--- src/rtl/rans_stream_encoder.sv ---
// rans_stream_encoder: table-driven streaming rANS encoder with word renormalisation,
// an iterative restoring divider for the state update, and a framed flush of the final state.
module rans_stream_encoder #(
    parameter int SYMBOL_WIDTH = 4,
    parameter int LOG_M        = 10,
    parameter int STATE_WIDTH  = 32,
    parameter int OUT_WIDTH    = 8
) (
    input  logic                    clk,
    input  logic                    rst_n,
    input  logic                    config_en,
    input  logic [SYMBOL_WIDTH-1:0] config_symbol,
    input  logic [LOG_M:0]          config_freq,
    input  logic [LOG_M-1:0]        config_cumul,
    input  logic                    in_valid,
    output logic                    in_ready,
    input  logic [SYMBOL_WIDTH-1:0] in_symbol,
    input  logic                    in_last,
    output logic                    out_valid,
    input  logic                    out_ready,
    output logic [OUT_WIDTH-1:0]    out_data,
    output logic                    out_last,
    output logic                    busy,
    output logic                    err
);
    localparam int NS = 2 ** SYMBOL_WIDTH;
    localparam int NW = STATE_WIDTH / OUT_WIDTH;
    localparam int CW = $clog2(STATE_WIDTH);
    localparam logic [STATE_WIDTH-1:0] L = STATE_WIDTH'(1) << (STATE_WIDTH - OUT_WIDTH);

    typedef enum logic [2:0] {IDLE, RENORM, DIVIDE, UPDATE, FLUSH} state_t;

    state_t                 state;
    logic [LOG_M:0]         freq_tab  [NS];
    logic [LOG_M-1:0]       cumul_tab [NS];
    logic [STATE_WIDTH-1:0] x, quo;
    logic [LOG_M:0]         f, rem;
    logic [LOG_M-1:0]       c;
    logic                   last;
    logic [CW-1:0]          cnt;

    logic [STATE_WIDTH:0]   x_max;
    logic [STATE_WIDTH-1:0] x_sh, x_upd;
    logic [LOG_M+1:0]       trial;
    logic                   fits;

    assign in_ready = rst_n && state == IDLE && !config_en;
    assign busy     = state != IDLE;
    assign x_max    = {f, {(STATE_WIDTH - LOG_M){1'b0}}};
    assign x_sh     = x >> OUT_WIDTH;
    assign trial    = {rem, quo[STATE_WIDTH-1]};
    assign fits     = trial >= {1'b0, f};
    assign x_upd    = (quo << LOG_M) + STATE_WIDTH'(rem) + STATE_WIDTH'(c);

    always_ff @(posedge clk or negedge rst_n) begin
        if (!rst_n) begin
            state     <= IDLE;
            x         <= L;
            quo       <= '0;
            rem       <= '0;
            f         <= '0;
            c         <= '0;
            last      <= 1'b0;
            cnt       <= '0;
            out_valid <= 1'b0;
            out_data  <= '0;
            out_last  <= 1'b0;
            err       <= 1'b0;
            for (int i = 0; i < NS; i++) begin
                freq_tab[i]  <= '0;
                cumul_tab[i] <= '0;
            end
        end else begin
            case (state)
                IDLE: begin
                    if (config_en) begin
                        freq_tab[config_symbol]  <= config_freq;
                        cumul_tab[config_symbol] <= config_cumul;
                    end else if (in_valid) begin
                        f    <= freq_tab[in_symbol];
                        c    <= cumul_tab[in_symbol];
                        last <= in_last;
                        // A zero-frequency symbol cannot be coded: flag it and keep x intact
                        if (freq_tab[in_symbol] == '0) begin
                            err <= 1'b1;
                            if (in_last) begin
                                state     <= FLUSH;
                                out_valid <= 1'b1;
                                out_data  <= x[OUT_WIDTH-1:0];
                                out_last  <= 1'b0;
                                cnt       <= '0;
                            end
                        end else begin
                            state <= RENORM;
                        end
                    end
                end
                RENORM: begin
                    if (out_valid) begin
                        if (out_ready) begin
                            x         <= x_sh;
                            out_data  <= x_sh[OUT_WIDTH-1:0];
                            out_valid <= {1'b0, x_sh} >= x_max;
                        end
                    end else if ({1'b0, x} >= x_max) begin
                        out_valid <= 1'b1;
                        out_data  <= x[OUT_WIDTH-1:0];
                    end else begin
                        state <= DIVIDE;
                        quo   <= x;
                        rem   <= '0;
                        cnt   <= '0;
                    end
                end
                DIVIDE: begin
                    quo <= {quo[STATE_WIDTH-2:0], fits};
                    rem <= fits ? (LOG_M + 1)'(trial - {1'b0, f}) : trial[LOG_M:0];
                    cnt <= cnt + 1'b1;
                    if (cnt == CW'(STATE_WIDTH - 1)) state <= UPDATE;
                end
                UPDATE: begin
                    x <= x_upd;
                    if (last) begin
                        state     <= FLUSH;
                        out_valid <= 1'b1;
                        out_data  <= x_upd[OUT_WIDTH-1:0];
                        out_last  <= 1'b0;
                        cnt       <= '0;
                    end else begin
                        state <= IDLE;
                    end
                end
                FLUSH: begin
                    if (out_ready) begin
                        if (out_last) begin
                            out_valid <= 1'b0;
                            out_last  <= 1'b0;
                            x         <= L;
                            state     <= IDLE;
                        end else begin
                            x        <= x_sh;
                            out_data <= x_sh[OUT_WIDTH-1:0];
                            out_last <= cnt == CW'(NW - 2);
                            cnt      <= cnt + 1'b1;
                        end
                    end
                end
                default: state <= IDLE;
            endcase
        end
    end
endmodule

--- config.mk ---
export PLATFORM = sky130hd
export DESIGN_NAME = rans_stream_encoder
export DESIGN_NICKNAME = d
export VERILOG_FILES = /design/src/rtl/rans_stream_encoder.sv
export SDC_FILE = /design/constraint.sdc
export NUM_CORES = 1
export LEC_CHECK = 0
export CORE_AREA = 2 2 214 216
export DETAILED_ROUTE_END_ITERATION = 16
export DIE_AREA = 0 0 216 218
export MAX_ROUTING_LAYER = met4
export PLACE_DENSITY = 0.69
export SKIP_LAST_GASP = 1
export SLEW_MARGIN = 20
export SYNTH_ARGS = -nofsm -noshare
export SYNTH_HDL_FRONTEND = slang
export SYNTH_SLANG_ARGS = --single-unit
--- constraint.sdc ---
create_clock -name clk -period 9.8 [get_ports clk]
set_clock_uncertainty 0.2 [all_clocks]
set_input_delay 1.96 -clock clk [delete_from_list [all_inputs] [get_ports clk]]
set_output_delay 1.96 -clock clk [all_outputs]
set_load 0.03 [all_outputs]
Word level (Yosys, flattened, before mapping)

Cells that the tools add are included.

Register bits: 452
Word-level logic and storage cells: 176
Bits of input ports: 35
Output and inout port bits: 13

Order comparisons: 6
Equal/unequal tests: 22
$add $sub $neg: 4
Reduce and logical (&&, ||, !) cells: 22
Muxes and demuxes: 75
Bitwise operators: 3

Operator list:

| operator                                      | number |
|---|---|
| bitwise mux 176 bit                           | 1 |
| bitwise mux 160 bit                           | 1 |
| two-way mux 32 bit                            | 5 |
| case mux 32 bit (3 select lines)              | 1 |
| two-way mux 8 bit                             | 10 |
| two-way mux 11 bit                            | 6 |
| case mux 32 bit (2 select lines)              | 1 |
| two-way mux 5 bit                             | 9 |
| binary-select mux 11 bit (select 4 bit)       | 1 |
| demux 11 bit (select 4 bit)                   | 1 |
| binary-select mux 10 bit (select 4 bit)       | 1 |
| demux 10 bit (select 4 bit)                   | 1 |
| >= comparator 24 x 33 -> 1 bit                | 1 |
| >= comparator 32 x 33 -> 1 bit                | 1 |
| adder 32 x 10 -> 32 bit                       | 1 |
| adder 32 x 11 -> 32 bit                       | 1 |
| case mux 8 bit (4 select lines)               | 1 |
| two-way mux 10 bit                            | 3 |
| two-way mux 3 bit                             | 10 |
| two-way mux 25 bit                            | 1 |
| case mux 5 bit (5 select lines)               | 1 |
| inequality test 2 bit (second input constant) | 12 |
| case mux 11 bit (2 select lines)              | 1 |
| AND reduction 10 bit                          | 2 |
| other kinds (31)                              | 59 |

Logic depth before layout (Yosys ltp)

Depth after elaboration: 9
Gate-level depth with buffers: 12
Mapped depth without buffers: 11

Worst setup path after synthesis

Ideal clock, no wire load.

Path type: input to register
Start: in in_symbol[2]
End: reg out_data[2]
Path slack: 4.726 ns
Arrival time: 4.749 ns
Data required time: 9.475 ns
Stages on the path: 10
Library setup time: 0.125 ns
Path buffers: 2
Cells stage by stage: buf_2 -> clkbuf_1 -> mux4_2 -> a22oi_1 -> nand2_1 -> nor4_2 -> nand3_2 -> a211o_1 -> a211oi_4 -> mux2_4

Cells in the longest elaborated chain, start to end: 7

Ends and longest elaborated chain:

| what                                                  | RTL line | text |
|---|---|---|
| start, declared                                       | 17       | `input logic [SYMBOL_WIDTH-1:0] in_symbol,` |
| NOT 4 -> 5 bit (implied by the code)                  | 84       | `if (freq_tab[in_symbol] == '0) begin` |
| binary-select mux 11 bit (select 4 bit)               | 84       |  |
| two-way mux 11 bit (implied by the code) (2 in a row) | 84       |  |
| logical NOT 11 bit                                    | 84       |  |
| inequality test 2 x 1 -> 1 bit (no source line)       | n/a      |  |
| AND reduction 10 bit (no source line)                 | n/a      |  |
| end signal, assigned                                  | 89       | `out_data <= x[OUT_WIDTH-1:0];` |
| end signal, assigned                                  | 102      | `out_data <= x_sh[OUT_WIDTH-1:0];` |
| end signal, assigned                                  | 107      | `out_data <= x[OUT_WIDTH-1:0];` |
| end, declared                                         | 21       | `output logic [OUT_WIDTH-1:0] out_data,` |

Every way passes these cells. The select of a mux whose other input is x is not followed.
A chain may end at the register's enable or synchronous reset.

Worst setup path after layout

Start: in in_symbol[3]
End: reg out_data[7]

Same word-level chain as after synthesis.

==> results.sh <==
export IMPL_fp_dieArea_sq_um=47100
export IMPL_die_h_microns=218
export IMPL_synth_edf_count=0
export IMPL_gp_congestion=0.901
export IMPL_drc=0
export IMPL_cts_setup_buffers=0
export IMPL_timing_rr_end="rem[1]$_DFFE_PN0P_"
export IMPL_cts_buffers=49
export IMPL_clockRootBuffer="clkbuf_16"
export IMPL_synth_cell_types=65
export IMPL_grt_setup_unrepaired="false"
export IMPL_drtAntennaViolNets=0
export IMPL_grt_pass1_vias=14832
export IMPL_clock_fmax_ghz=0.167
export IMPL_critical_path_slowest_cell="clkdlybuf4s50_1"
export IMPL_hold_end="quo[24]$_DFFE_PN0P_"
export IMPL_seq_area_frac_synth_pct=51.0
export IMPL_port_buffers=47
export IMPL_core_sq_um=44900
export IMPL_totalPowerFinal_w=0.00777
export IMPL_cp_arrival_ns=6.26
export IMPL_use_met1_pct=31.2
export IMPL_htreeDepth=2
export IMPL_r2r_setup_slack_ns=5.91
export IMPL_tritoncts="done"
export IMPL_critPathMaxStageDelay_ns=1.22
export IMPL_synth_top_cell_area_share_pct=50.8
export IMPL_powerDensity_nw_per_um2=312
export IMPL_hpwl_mm=34.7
export IMPL_reg2reg_from="f[8]$_DFFE_PN0P_"
export IMPL_p_leak_nw=11.1
export IMPL_clk_insertion_delay_late_ns=0.60
export IMPL_pin_count=48
export IMPL_peakVddDrop_mv=0.149
export IMPL_wire_per_inst_microns=22.9
export IMPL_setup_worst_path_class="in2reg"
export IMPL_setup_viol=0
export IMPL_required_ns=10.06
export IMPL_crit_start="in_symbol[3]"
export IMPL_min_delay_path_depth=2
export IMPL_grt_use_total_pct=24.1
export IMPL_drive_gt1_share_pct=34.2
export IMPL_clock_sinks=452
export IMPL_synth_area_leaders="dfrtp_1 (51%), mux2_2 (18%), mux4_2 (9.6%), ha_1 (2.1%), nand2_1 (2.1%)"
export IMPL_totalWireLength_mm=53.8
export IMPL_tightest_slew_ns=1.16
export IMPL_syn_area_sq_um=22200
export IMPL_grt_overflow=0
export IMPL_fin_nets=1779
export IMPL_cts_clk_slew_worst_paths_ns=0.06
export IMPL_antenna_found_initial=0
export IMPL_endpoint_kind="flip-flop"
export IMPL_synthCells=1684
export IMPL_hold_path_class="reg2reg"
export IMPL_synth_fp_nets=1758
export IMPL_grt_pass1_wl_mm=85.7
export IMPL_hp_start="quo[24]$_DFFE_PN0P_"
export IMPL_grt_max_degree=177
export IMPL_ys_ff_latch=452
export IMPL_async_flop_share_pct=100
export IMPL_avgSynthCellArea_sq_um=13.2
export IMPL_fin_crit_ns=6.00
export IMPL_cts_buffer_depth=3
export IMPL_rows=78
export IMPL_met2_usage_pct=39.8
export IMPL_cp_cell_sequence="clkdlybuf4s50_1 > nor2b_1 > a22oi_1 > nand2_1 > nor4_2 > nand3_2 > a211o_1 > a211oi_4 > mux2_4"
export IMPL_hold_buffers=0
export IMPL_final_common_cell="dfrtp_1"
export IMPL_fp_dieW_microns=216
export IMPL_finalHoldViolCount=0
export IMPL_synth_ff_type="dfrtp_1"
export IMPL_drtIter0Drc=1070
export IMPL_grt_busiest_layer="met2"
export IMPL_synth_top_cell_by_area="dfrtp_1"
export IMPL_crit_fanout=16
export IMPL_final_cell_mix="dfrtp_1 (451), mux2_2 (358), nand2_1 (123)"
export IMPL_fin_crit_sh_pct=61.2
export IMPL_via_count=14171
export IMPL_cts_resized=0
export IMPL_synth_warnings=0
export IMPL_drt_first_pass_iters=8
export IMPL_syn2layout_area_growth_pct=12.3
export IMPL_setup_tns_ns=0
export IMPL_start_util_pct=49.5
export IMPL_reg2reg_depth=10
export IMPL_gr_usage_met3_pct=3.21
export IMPL_vias_per_cell=6.05
export IMPL_slew_headroom_pct=22.7
export IMPL_cap_violations=0
export IMPL_cp_start_kind="input port"
export IMPL_status="completed"
export IMPL_n_antenna_cell=0
export IMPL_maxSlewViolCount=0
==> per-stage QoR <==
| step | instance area, sq um | std cells | hold WS (ns) | utilization (%) | worst slack [ns] |
|---|---|---|---|---|---|
| after global routing | 24900 | 2344 | 0.305 | 55.5 | 3.73 |
| final | 24900 | 2344 | 0.282 | 55.5 | 3.80 |
| after CTS | 24900 | 2344 | 0.283 | 55.5 | 3.87 |
| after global placement | 23300 | 2254 | 0.262 | 51.9 | 3.32 |
| after floorplan | 22200 | 1684 | 0.250 | - | 4.73 |
| after detailed placement | 23300 | 2254 | 0.270 | 51.9 | 3.26 |
==> metal layers <==
metal / share of wire (%) / routed length, microns / up-vias
met3: 4.2 / 2240 / 96
met4: 2.6 / 1410 / 0
met5: 0 / 0 / -
met2: 50 / 27000 / 329
met1: 43 / 23100 / 7461
li1: - / - / 6285
==> power breakdown <==
group	internal, W	total (W)	switching (W)
combinational	0.00140	0.00278	0.00138
clock	0.00108	0.00185	0.000765
sequential	0.00263	0.00315	0.000521
==> area by class of cell <==
type | instances | area, sq um
clock inverter | 18 | 211
inverter | 33 | 124
multi-input combinational | 1087 | 10400
fill | 3644 | 20000
timing repair buffer | 82 | 746
clock buffer | 72 | 1410
sequential | 452 | 11300
tap | 600 | 751
==> sequential cells by signal (all words and copies together), names as in the netlist, 3 cells and up <==
| name | cells |
|---|---|
| x | 32 |
| quo | 32 |
| rem | 11 |
| out_data | 8 |
| freq_tab | 176 |
| state | 3 |
| f | 11 |
| cumul_tab | 160 |
| c | 10 |
| cnt | 5 |
==> Yosys cell counts, types with 5 or more instances <==
cell type / count
xor2_1: 12
o31ai_1: 5
xnor2_1: 23
a21o_1: 10
nor3_1: 20
nand2_1: 123
nor4_1: 10
mux2_4: 6
o211ai_1: 9
mux2_2: 358
and2_1: 6
clkbuf_1: 95
a21oi_1: 36
mux2i_1: 39
o21ai_0: 90
and3_1: 8
a221oi_1: 6
a32o_1: 5
buf_1: 11
dfrtp_1: 451
nor2_1: 40
nand3_1: 18
a22oi_1: 36
mux4_2: 95
nand2b_1: 8
nor2b_1: 13
ha_1: 37
inv_1: 32
nand4_1: 14
==> critical path, delay by kind of cell <==
kind / cells / cell delay [ns]
muxes: 1 / 0.35
AOI/OAI and AO/OA: 3 / 1.38
and+or+nand+nor: 4 / 1.33
buffers and inverters: 1 / 1.22
==> how the worst max path moves through the flow <==
stage	slack (ns)	depth (start not counted)	end
finish	3.80	9	out_data[7]$_DFFE_PN0P_
global route	3.73	9	out_data[3]$_DFFE_PN0P_
CTS	3.87	9	out_data[6]$_DFFE_PN0P_
detailed placement	3.26	9	out_data[6]$_DFFE_PN0P_
global placement	3.32	9	out_data[2]$_DFFE_PN0P_
floorplan	4.73	10	out_data[2]$_DFFE_PN0P_
==> cells by family (layout without fill, tap and decap cells) <==
logic type | after synthesis | after routing | share of synthesized area (%)
AOI/OAI and AO/OA | 238 | 238 | 6.93
xor gates and xnor gates | 35 | 35 | 1.38
muxes | 498 | 498 | 30.0
and+or+nand+nor | 277 | 277 | 5.96
buffers and inverters | 145 | 205 | 2.55
DFF | 452 | 452 | 51.0
adders and majority gates | 39 | 39 | 2.27
(Power assumes the default switching activity.)
